<file path="src/rtl/btn_event_capture.sv">
// CPU-side event capture for debounced push buttons: sticky press/release flags,
// saturating press counters, last-pressed index and a level interrupt.
module btn_event_capture #(
    parameter int N_BTN = 4,
    parameter int CNT_W = 8
) (
    input  logic             clk,
    input  logic             rst,
    input  logic [N_BTN-1:0] btn_i,
    input  logic [1:0]       addr_i,
    input  logic             we_i,
    input  logic             re_i,
    input  logic [31:0]      wdata_i,
    output logic [31:0]      rdata_o,
    output logic             irq_o
);
    // Register bus: we_i/re_i are single-cycle strobes with no back-pressure;
    // rdata_o carries the pre-update value the cycle after re_i and holds until the next re_i.

    // Register packing has four lanes; buttons beyond lane 3 are not visible on the bus.
    localparam int N_VIS = (N_BTN < 4) ? N_BTN : 4;

    localparam logic [1:0] A_STATUS = 2'd0;
    localparam logic [1:0] A_IRQ_EN = 2'd1;
    localparam logic [1:0] A_COUNT  = 2'd2;
    localparam logic [1:0] A_LAST   = 2'd3;

    localparam logic [CNT_W-1:0] CNT_MAX = '1;
    localparam logic [CNT_W-1:0] CNT_ONE = CNT_W'(1);

    logic [N_BTN-1:0] btn_prev;
    logic [N_BTN-1:0] press_evt;
    logic [N_BTN-1:0] rel_evt;
    logic [N_BTN-1:0] press_flag;
    logic [N_BTN-1:0] rel_flag;
    logic [N_BTN-1:0] press_en;
    logic [N_BTN-1:0] rel_en;
    logic [N_BTN-1:0] press_clr;
    logic [N_BTN-1:0] rel_clr;
    logic [CNT_W-1:0] cnt [N_BTN];
    logic [1:0]       last_idx;
    logic             last_valid;
    logic [1:0]       first_idx;
    logic             any_press;
    logic             wr_status;
    logic             wr_en;
    logic             wr_count;
    logic [31:0]      rd_mux;
    logic             unused_wdata;

    assign press_evt = btn_i & ~btn_prev;
    assign rel_evt   = ~btn_i & btn_prev;

    assign wr_status = we_i && (addr_i == A_STATUS);
    assign wr_en     = we_i && (addr_i == A_IRQ_EN);
    assign wr_count  = we_i && (addr_i == A_COUNT);

    assign unused_wdata = ^wdata_i;

    always_comb begin
        press_clr = '0;
        rel_clr   = '0;
        for (int i = 0; i < N_VIS; i++) begin
            press_clr[i] = wr_status & wdata_i[4+i];
            rel_clr[i]   = wr_status & wdata_i[8+i];
        end
    end

    // Lowest pressed index wins when several buttons rise together.
    always_comb begin
        first_idx = '0;
        any_press = 1'b0;
        for (int i = N_VIS - 1; i >= 0; i--) begin
            if (press_evt[i]) begin
                first_idx = 2'(i);
                any_press = 1'b1;
            end
        end
    end

    always_comb begin
        rd_mux = '0;
        case (addr_i)
            A_STATUS: begin
                for (int i = 0; i < N_VIS; i++) begin
                    rd_mux[i]   = btn_i[i];
                    rd_mux[4+i] = press_flag[i];
                    rd_mux[8+i] = rel_flag[i];
                end
            end
            A_IRQ_EN: begin
                for (int i = 0; i < N_VIS; i++) begin
                    rd_mux[i]   = press_en[i];
                    rd_mux[4+i] = rel_en[i];
                end
            end
            A_COUNT: begin
                for (int i = 0; i < N_VIS; i++) begin
                    rd_mux[8*i +: 8] = 8'(cnt[i]);
                end
            end
            default: begin
                rd_mux[1:0] = last_idx;
                rd_mux[2]   = last_valid;
            end
        endcase
    end

    // A press landing on a clearing write still counts once.
    always_ff @(posedge clk) begin
        if (rst) begin
            for (int i = 0; i < N_BTN; i++) begin
                cnt[i] <= '0;
            end
        end else begin
            for (int i = 0; i < N_BTN; i++) begin
                if (press_evt[i]) begin
                    if (wr_count) begin
                        cnt[i] <= CNT_ONE;
                    end else if (cnt[i] != CNT_MAX) begin
                        cnt[i] <= cnt[i] + CNT_ONE;
                    end
                end else if (wr_count) begin
                    cnt[i] <= '0;
                end
            end
        end
    end

    always_ff @(posedge clk) begin
        if (rst) begin
            btn_prev   <= '0;
            press_flag <= '0;
            rel_flag   <= '0;
            press_en   <= '0;
            rel_en     <= '0;
            last_idx   <= '0;
            last_valid <= 1'b0;
            irq_o      <= 1'b0;
            rdata_o    <= '0;
        end else begin
            btn_prev   <= btn_i;
            press_flag <= (press_flag & ~press_clr) | press_evt;
            rel_flag   <= (rel_flag & ~rel_clr) | rel_evt;
            if (wr_en) begin
                for (int i = 0; i < N_VIS; i++) begin
                    press_en[i] <= wdata_i[i];
                    rel_en[i]   <= wdata_i[4+i];
                end
            end
            if (any_press) begin
                last_idx   <= first_idx;
                last_valid <= 1'b1;
            end
            irq_o <= (|(press_flag & press_en)) | (|(rel_flag & rel_en));
            if (re_i) begin
                rdata_o <= rd_mux;
            end
        end
    end

endmodule

</file>
<file path="config.mk">
export PLATFORM = sky130hd
export DESIGN_NAME = btn_event_capture
export DESIGN_NICKNAME = d
export VERILOG_FILES = /design/src/rtl/btn_event_capture.sv
export SDC_FILE = /design/constraint.sdc
export NUM_CORES = 1
export LEC_CHECK = 0
export CAP_MARGIN = 30
export CORE_ASPECT_RATIO = 0.7
export CORE_MARGIN = 1
export CORE_UTILIZATION = 52
export DETAILED_ROUTE_END_ITERATION = 6
export MAX_ROUTING_LAYER = met4
export PLACE_DENSITY = 0.79
export RECOVER_POWER = 100
export SETUP_SLACK_MARGIN = 0.02
export SKIP_CTS_REPAIR_TIMING = 1
export SLEW_MARGIN = 20
export SYNTH_ARGS = -nofsm -noshare
export SYNTH_HDL_FRONTEND = slang
export SYNTH_SLANG_ARGS = --single-unit
</file>
<file path="constraint.sdc">
create_clock -name clk -period 2.25 [get_ports clk]
set_input_delay 0.3375 -clock clk [delete_from_list [all_inputs] [get_ports clk]]
set_output_delay 0.3375 -clock clk [all_outputs]
set_load 0.02 [all_outputs]
</file>
# After elaboration in Yosys (flattened, before gate mapping)
# Memories as Yosys holds them, arrays and structs flattened.
# Index checks and enable logic that the tools add are counted.
# W data, S select, Z words.
[classes] n_addsub=4 eq_ne=6 mux=71 bitwise=33 n_reduce_logical=6
[ops] op="$mux W8" count=12
[ops] op="$mux W1" count=51
[ops] op="$add A8 B1 Y8 const B" count=4
[ops] op="$ne A8 B8 Y1 const B" count=4
[ops] op="$and A4 B4 Y4" count=6
[ops] op="$mux W20" count=1
[ops] op="$not A4 Y4" count=4
[ops] op="$pmux W5 S3" count=1
[ops] op="$or A1 B1 Y1" count=13
[ops] op="$pmux W3 S3" count=1
[ops] op="$and A1 B1 Y1" count=8
[ops] op="$mux W2" count=4
[ops] op="$or A4 B4 Y4" count=2
[ops] op="$pmux W4 S2" count=1
[ops] op="$reduce_or A4 Y1" count=2
[ops] op="$logic_and A1 B1 Y1" count=3
[ops] op="$eq A2 B1 Y1 const B" count=1
[ops] op="$eq A2 B2 Y1 const B" count=1
[ops] op="$logic_not A2 Y1" count=1
[word_totals] register_bits=56 ramBits=32 input_bits=42 output_inout_bits=33 elab_cells=130 n_memories=1
[mem_list] memory="cnt" words=4 width=8 rd=4 rd_ports_with_merged_regs=0 write_ports=4 line="40" rtl="logic [CNT_W-1:0] cnt [N_BTN];"

# Logic depth before layout (Yosys ltp)
# Gate-level depths: netlist of run 1.
[depth] word_depth=9 depth_mapped=5 depth_no_buf=4

# Worst setup path after synthesis of run 1
# OpenSTA, ideal clock, no wires.
[synth_path] path_type="register to register" from="memory cnt[0][0]" to="memory cnt[0][0] (enable)" setup_time_ns=0.384 t_arrival_ns=1.575 required_time_ns=1.866 setup_slack_ns=0.291 stages_incl_launch_ff=5 path_buffers=0 synth_period_minus_slack_ns=1.959 cell_sequence="edfxtp_1 ha_1 nand3_1 nor2_1 o21ai_0"
[synth_rtl] element="from (decl)" line="40"

# Worst setup path in the final report of run 1
[layout_path] from="input port addr_i[1]" to="register rdata_o[3]"
[layout_via] elab_chain_cells=2 elab_cells_between_ends=4 cone_classes="eq/ne: 2; mux: 1; reduce/logical: 1"
[layout_lines] element="from (decl)" line="10" rtl="input logic [1:0] addr_i,"
[layout_lines] element="$eq A2 B2 Y1, or another cell as far along" line="83" rtl="case (addr_i)"
[layout_lines] element="$pmux W5 S3 *" line="83"
[layout_lines] element="to (signal assigned)" line="157" rtl="rdata_o <= rd_mux;"
[layout_lines] element="to (decl)" line="14" rtl="output logic [31:0] rdata_o,"
# Every way passes the cells marked *; elsewhere a longest branch is shown, timed or not.
# A chain may end at the register's enable or synchronous reset.

==> impl_metrics.toml, run 1 <==
[yosys]
synth_top_area_share_pct = 27.5
postSynthCellCount = 426
yosys-top-cells-count = "dfxtp_1, a21oi_1, nor2_1, nor2b_1, edfxtp_1"
synthDistinctLibCells = 50
synth_nets = 472
yosysWarnings = 0
async_reset_ff_share_pct = 0
ys_seq_area_share_pct = 51.1
synth-main-ff-cell = "dfxtp_1"
yosys_register_bits = 88
yosys.cell_count.top_type = "dfxtp_1"
synth_largest_area_cell = "dfxtp_1"
syn-cell-area_sq_um = 4070
ys_top_cells_by_area = "dfxtp_1, edfxtp_1, a21oi_1"
synth_edf_count = 32
syn_area_per_cell_sq_um = 9.56

[die]
dieArea_sq_um = 8190
ios = 75
die_h_um = 76.0
core_area_sq_um = 7450
start_util_pct = 54.7
placementRows = 26
die_w_um = 108

[worst_setup_path]
cp_common_cell = "buf_4"
worstPathRequired_ps = 2500
max_stage_delay_ps = 530
critical_path_class = "in2reg"
setup.worst_path.end_class = "flip-flop"
slowest_stage = "dlygate4sd3_1"
critPathMaxFanout = 13
crit_arrival_ps = 2260
startpoint_type = "input port"
crit_chain = "dlygate4sd3_1 > buf_4 > buf_4 > nor2b_1 > clkbuf_1 > nand2_1 > a311oi_1"

[placed_design]
post-dp-hpwl_mm = 6.58
placed_cells = 575
io_buffers = 54
globalplace.congestion = 0.863

[grt]
antenna_found_initial = 0
grt_pass1_wl_mm = 15.2
use_met1_pct = 34.1
gr-total-overflow = 0
busiest_layer = "met2"
grt_usage_pct = 25.0
grt_pass1_vias = 3088
gr-usage-met3_pct = 7.01
grt_max_degree = 59
grtUsageMet2_pct = 35.5

[status]
outcome = "finished clean"

[sta]
slew_viol_final = 0
relSlewSlack_pct = 18.0
fmax_mhz = 499
fin_crit_sh_pct = 89.0
finalCriticalPeriod_ps = 2000
rsz0062_at_grt = "false"
setup_tns_ps = 0
hold_violations = 0
setup_viol = 0
tightestPinTransition_ps = 1230
skew_ps = 5.92

[routing]
via_per_inst = 5.73
dr.pass1.iters = 7
drc = 0
drtAntennaViolNets = 0
vias = 3381
totalWireLength_mm = 9.35
wl_per_cell_um = 15.9
drt_first_iter_violations = 242

[pwr]
total_power_uw = 3090
irDropWorstVdd_uv = 355
p_leak_uw = 0.00181
power_density_nw_per_um2 = 634

[cts]
cts_made_buffers = 9
cts_max_level = 3
clkTransAtPathRegs_ps = 80
clock_latency_ps = 360
cts_buffer_depth = 2
cts_tree = "yes"
clockRootBuffer = "clkbuf_8"
clock_sinks = 88

[layout]
utilization_pct = 65.4
fin_cells = 590
area_growth_pct = 19.7
drive_gt1_share_pct = 6.91
final_nets = 534
antenna_cells = 0

[flow_run]
cap_violations = 0

[min_path]
min_path_type = "in2reg"
-- report_power, final --
group / internal [uW] / total, uW / switching (uW)
logic: 164 / 363 / 199
registers: 1740 / 1830 / 90.0
clock network: 390 / 896 / 506
-- state kept, by name (all words and copies together) (netlist names) --
register,count
btn_prev,4
cnt,32
irq_o,1
last_idx,2
last_valid,1
press_en,4
press_flag,4
rdata_o,32
rel_en,4
rel_flag,4
-- worst max-delay path: cells and delay by family --
kind | cells | cell delay (ps)
and+or+nand+nor | 2 | 280
buffers and inverters | 4 | 1340
AOI/OAI and AO/OA | 1 | 280
-- path summary, 6_finish.rpt --
check        slack (ps)          to  cells past startpoint       from
min reg2reg         480   rel_en[3]                      2  rel_en[3]
max reg2reg         250   cnt[1][2]                      6  cnt[1][0]
max                 250  rdata_o[3]                      7  addr_i[1]
min                 410  last_valid                      3        rst
-- area by class of cell --
type / instances / area, sq um
clock inverter: 2 / 7.51
fill: 619 / 2570
clock buffer: 13 / 139
tap: 98 / 123
inverter: 15 / 56.3
multi-input combinational: 305 / 1840
sequential: 88 / 2080
timing repair buffer: 69 / 629
-- cell families after synthesis --
group,synth area share [%]
AND/OR/NAND/NOR,22.6
AO/OA/AOI/OAI,14.4
flip-flops,51.1
buffers and inverters,3.63
multiplexers,4.73
XOR/XNOR,2.37
adder cells (fa/ha/maj),1.23
-- placed cells by master, fill, tap and decap left out, drive strengths merged, types with 5 or more instances in the layout --
cell type,instances
nand2b,9
inv,15
nor3,5
nor3b,5
nor2,45
clkdlybuf4s50,18
a21oi,50
edfxtp,32
clkbuf,19
a311oi,5
dfxtp,56
xor2,6
dlygate4sd3,35
buf,10
nand3,24
xnor2,5
or2,5
or3,9
nor2b,33
nand4,5
a211oi,6
o21ai,25
nand2,24
mux2i,8
-- routing by layer --
layer  share of wire, %  wire, um  vias up
li1                   -         -     1643
met1                 46      4300     1586
met2                 46      4270      142
met3                7.1       666       10
met4                1.2       116        0
met5                  0         0        -
-- through the flow --
stage / hold slack (ps) / area (sq um) / setup WS [ps]
2_1_floorplan: 440 / 4070 / 291
3_3_place_gp: 448 / 4750 / 254
3_5_place_dp: 468 / 4750 / 185
4_1_cts: 368 / 4900 / 501
5_1_grt: 442 / 4870 / 191
6_report: 411 / 4870 / 247
No activity file was read; power rests on OpenSTA's default activity.
==> run 2: changes to the inputs <==
PLACE_DENSITY = not set   (was 0.79)
PLACE_DENSITY_LB_ADDON = 0.08   (was not set)
==> run 2 against run 1 <==
Against the previous run:
- largest cell class unchanged
- clock power is 42% higher
- final cell count rose by 0.17%
- sequential share of layout area shrank 0.90 points
==> impl_metrics.toml, run 2 (synthesis results as in run 1) <==
[status]
outcome = "finished clean"

[sta]
hold_violations = 0
relSlewSlack_pct = 18.5
fmax_mhz = 497
slew_viol_final = 0
skew_ps = 8.82
rsz0062_at_grt = "false"
fin_crit_sh_pct = 89.4
tightestPinTransition_ps = 1220
setup_viol = 0
finalCriticalPeriod_ps = 2010

[flow_run]
cap_violations = 0

[layout]
utilization_pct = 66.8
antenna_cells = 0
drive_gt1_share_pct = 7.91
area_growth_pct = 22.3
mostFrequentLayoutCell = "dfxtp_1"
biggestRegsByFlops = "cnt: 32 flops, rdata_o: 32 flops"
final-seq-area_sq_um = 2080
fin_area_sq_um = 4980
nFillCells = 624
final_cell_mix = "dfxtp_1, a21oi_1, nor2_1"
final_nets = 534
multi_input_area_sq_um = 1840

[die]
core_area_sq_um = 7450
ios = 75
die_w_um = 108
start_util_pct = 54.7
placementRows = 26
dieArea_sq_um = 8190
die_h_um = 76.0

[worst_setup_path]
crit_buf_inv = 1
rrSetupSlack_ps = 240
slowest_stage = "edfxtp_1"
path_delay_family = "flip-flops"
r2r_cells = 5
critPathMaxFanout = 8
crit_start = "cnt[0][0]"
r2r-start = "cnt[0][0]"
max_stage_delay_ps = 470
cp.depth = 5
startpoint_type = "flip-flop"
worstPathRequired_ps = 2260
crit_arrival_ps = 2030
crit_chain = "ha_1 > nand3_1 > nor2_1 > o21ai_0 > clkbuf_1"
setup.worst_path.end_class = "flip-flop"
critical_path_class = "reg2reg"

[routing]
vias = 3401
dr.pass1.iters = 4
wl_per_cell_um = 16.2
drc = 0
via_per_inst = 5.75
totalWireLength_mm = 9.56
drtAntennaViolNets = 0
drt_first_iter_violations = 254

[min_path]
holdPathStages = 3
min_from = "rst"
min_path_type = "in2reg"

[cts]
cts_buffer_depth = 2
clock_latency_ps = 360
cts_max_level = 3
cts_made_buffers = 9
clockRootBuffer = "clkbuf_8"
clkTransAtPathRegs_ps = 90
cts_tree = "yes"
clock_sinks = 88

[placed_design]
post-dp-hpwl_mm = 6.62
io_buffers = 54
placed_cell_area_sq_um = 4760
globalplace.congestion = 0.830

[pwr]
p_leak_uw = 0.00186
irDropWorstVdd_uv = 421
power_density_nw_per_um2 = 697

[grt]
grt_max_degree = 59
antenna_found_initial = 0
grt_usage_pct = 25.7
grt_pass1_wl_mm = 15.6
grt_pass1_vias = 3120
gr-total-overflow = 0
-- run 2: stage by stage --
stage	std cells	hold WS [ps]	total power [uW]	TNS, ps	worst slack [ps]
finish	591	377	3470	0	239
global route	591	373	3610	0	151
CTS	591	365	3490	0	384
detailed placement	575	465	2240	-0.597	-0.597
global placement	575	457	2230	0	42.4
floorplan	426	440	2070	0	291
-- run 2: power breakdown --
group	switching (uW)	leakage, uW	internal (uW)	total, uW
combinational	200	0.000926	163	363
clock	571	0.000127	703	1270
sequential	91.1	0.000809	1740	1830
-- run 2: routing by layer --
metal  vias up  track usage (%)  routed length, um
li1       1640                -                  -
met1      1623             36.5               4560
met2       128             36.3               4290
met3        10             7.19                608
met4         0             6.30                 97
met5         -                -                  0
-- run 2: worst min-delay path: stages --
cell	delay [ps]
buf_2	80
inv_1	130
o41a_1	150
-- run 2: final timing paths --
check          endpoint
min reg2reg  rdata_o[3]
min          last_valid
max reg2reg   cnt[0][5]
max           cnt[0][5]
-- run 2: cell type report --
class	count	share of cell area, %
clock buffer	15	4.85
multi-input combinational	305	36.9
clock inverter	1	0.126
sequential	88	41.8
tap	98	2.46
inverter	15	1.13
timing repair buffer	69	12.7
==> run 3: changes to the inputs <==
ABC_CLOCK_PERIOD_IN_PS = 2250   (was not set)
GPL_ROUTABILITY_DRIVEN = 0   (was not set)
MAX_ROUTING_LAYER = not set   (was met4)
==> run 3 against run 2 <==
Against the previous run:
- maximum frequency fell by 0.80%
- via count barely moved
- clock skew barely moved
- wire length barely moved
- design area did not move
- core utilization did not move
- total power fell by 0.12%
- count of clock-buffer cells in the layout did not move
- worst hold slack improved by 2.4 ps
- final cell count did not move
- non-clock buffer count did not move
- sequential power barely moved
- critical path type unchanged
- largest power group unchanged
==> impl_metrics.toml, run 3 (synthesis results as in run 1) <==
[status]
outcome = "finished clean"

[layout]
fin_area_sq_um = 4980
area_growth_pct = 22.3
utilization_pct = 66.8
nFillCells = 624
biggestRegsByFlops = "cnt: 32 flops, rdata_o: 32 flops"
antenna_cells = 0
drive_gt1_share_pct = 7.91
mostFrequentLayoutCell = "dfxtp_1"
final_cell_mix = "dfxtp_1, a21oi_1, nor2_1"
final_nets = 534

[grt]
grt_pass1_vias = 3127
grt_usage_pct = 25.0
grt_max_degree = 59
gr-total-overflow = 0
antenna_found_initial = 0
grt_pass1_wl_mm = 15.6

[routing]
drtAntennaViolNets = 0
drt_first_iter_violations = 277
drc = 0
totalWireLength_mm = 9.55
vias = 3403
wl_per_cell_um = 16.2
via_per_inst = 5.76
dr.pass1.iters = 5

[sta]
skew_ps = 9.00
hold_violations = 0
relSlewSlack_pct = 18.8
setup_viol = 0
slew_viol_final = 0
rsz0062_at_grt = "false"
whs_ps = 380
tightestPinTransition_ps = 1220
setup_tns_ps = 0
fmax_mhz = 493
fin_crit_sh_pct = 90.1
finalCriticalPeriod_ps = 2030

[worst_setup_path]
setup.worst_path.end_class = "flip-flop"
crit_arrival_ps = 2040
critPathMaxFanout = 8
critical_path_class = "reg2reg"
startpoint_type = "flip-flop"
worstPathRequired_ps = 2260

[pwr]
p_leak_uw = 0.00186
power_density_nw_per_um2 = 696
total_power_uw = 3470
irDropWorstVdd_uv = 422

[cts]
clock_sinks = 88
clock_latency_ps = 370
cts_tree = "yes"
cts_made_buffers = 9
cts_max_level = 3
clockRootBuffer = "clkbuf_8"
clkTransAtPathRegs_ps = 80
cts_buffer_depth = 2

[placed_design]
io_buffers = 54
post-dp-hpwl_mm = 6.62
placed_cell_area_sq_um = 4760

[die]
die_h_um = 76.0
start_util_pct = 54.7
core_area_sq_um = 7450
dieArea_sq_um = 8190
ios = 75
die_w_um = 108
placementRows = 26

[min_path]
min_path_type = "in2reg"

[flow_run]
cap_violations = 0
-- run 3: cell counts in the layout (fill, tap and decap cells not counted) --
Identical to the previous run, type by type.
-- run 3: worst paths after layout --
check | start | to | slack [ps] | cells past startpoint
min reg2reg | rdata_o[5] | rdata_o[5] | 490 | 2
min | rst | last_valid | 380 | 3
max reg2reg | cnt[0][0] | cnt[0][4] | 220 | 5
max | cnt[0][0] | cnt[0][4] | 220 | 5
-- run 3: worst max-delay path, stage by stage (launching register included) --
cell and delay [ps]:
edfxtp_1 470, ha_1 290, nand3_1 230, nor2_1 120
o21ai_0 180, clkbuf_1 400
-- run 3: final cells by class --
type                       instances  area, sq um  area share, %
sequential                        88         2080           41.8
multi-input combinational        305         1840           36.9
timing repair buffer              69          633           12.7
clock buffer                      15          241           4.85
tap                               98          123           2.46
inverter                          15         56.3           1.13
clock inverter                     1         6.26          0.126
-- run 3: report_power, final --
part / total, uW / leakage [uW] / switching (uW) / internal (uW)
Sequential: 1830 / 0.000809 / 91.1 / 1740
Clock: 1270 / 0.000127 / 568 / 703
Combinational: 363 / 0.000926 / 199 / 163
-- run 3: through the flow --
stage / setup slack (ps) / cells
floorplan: 291 / 426
global placement: 42.4 / 575
detailed placement: -0.597 / 575
CTS: 384 / 591
global route: 151 / 591
finish: 222 / 591
-- run 3: per-layer routing --
layer | vias to the layer above | global-route usage (%) | share of wire, %
met5 | - | 0 | 0
li1 | 1641 | - | -
met2 | 130 | 36.3 | 45
met3 | 10 | 7.36 | 6.8
met1 | 1622 | 36.4 | 47
met4 | 0 | 6.30 | 1.0
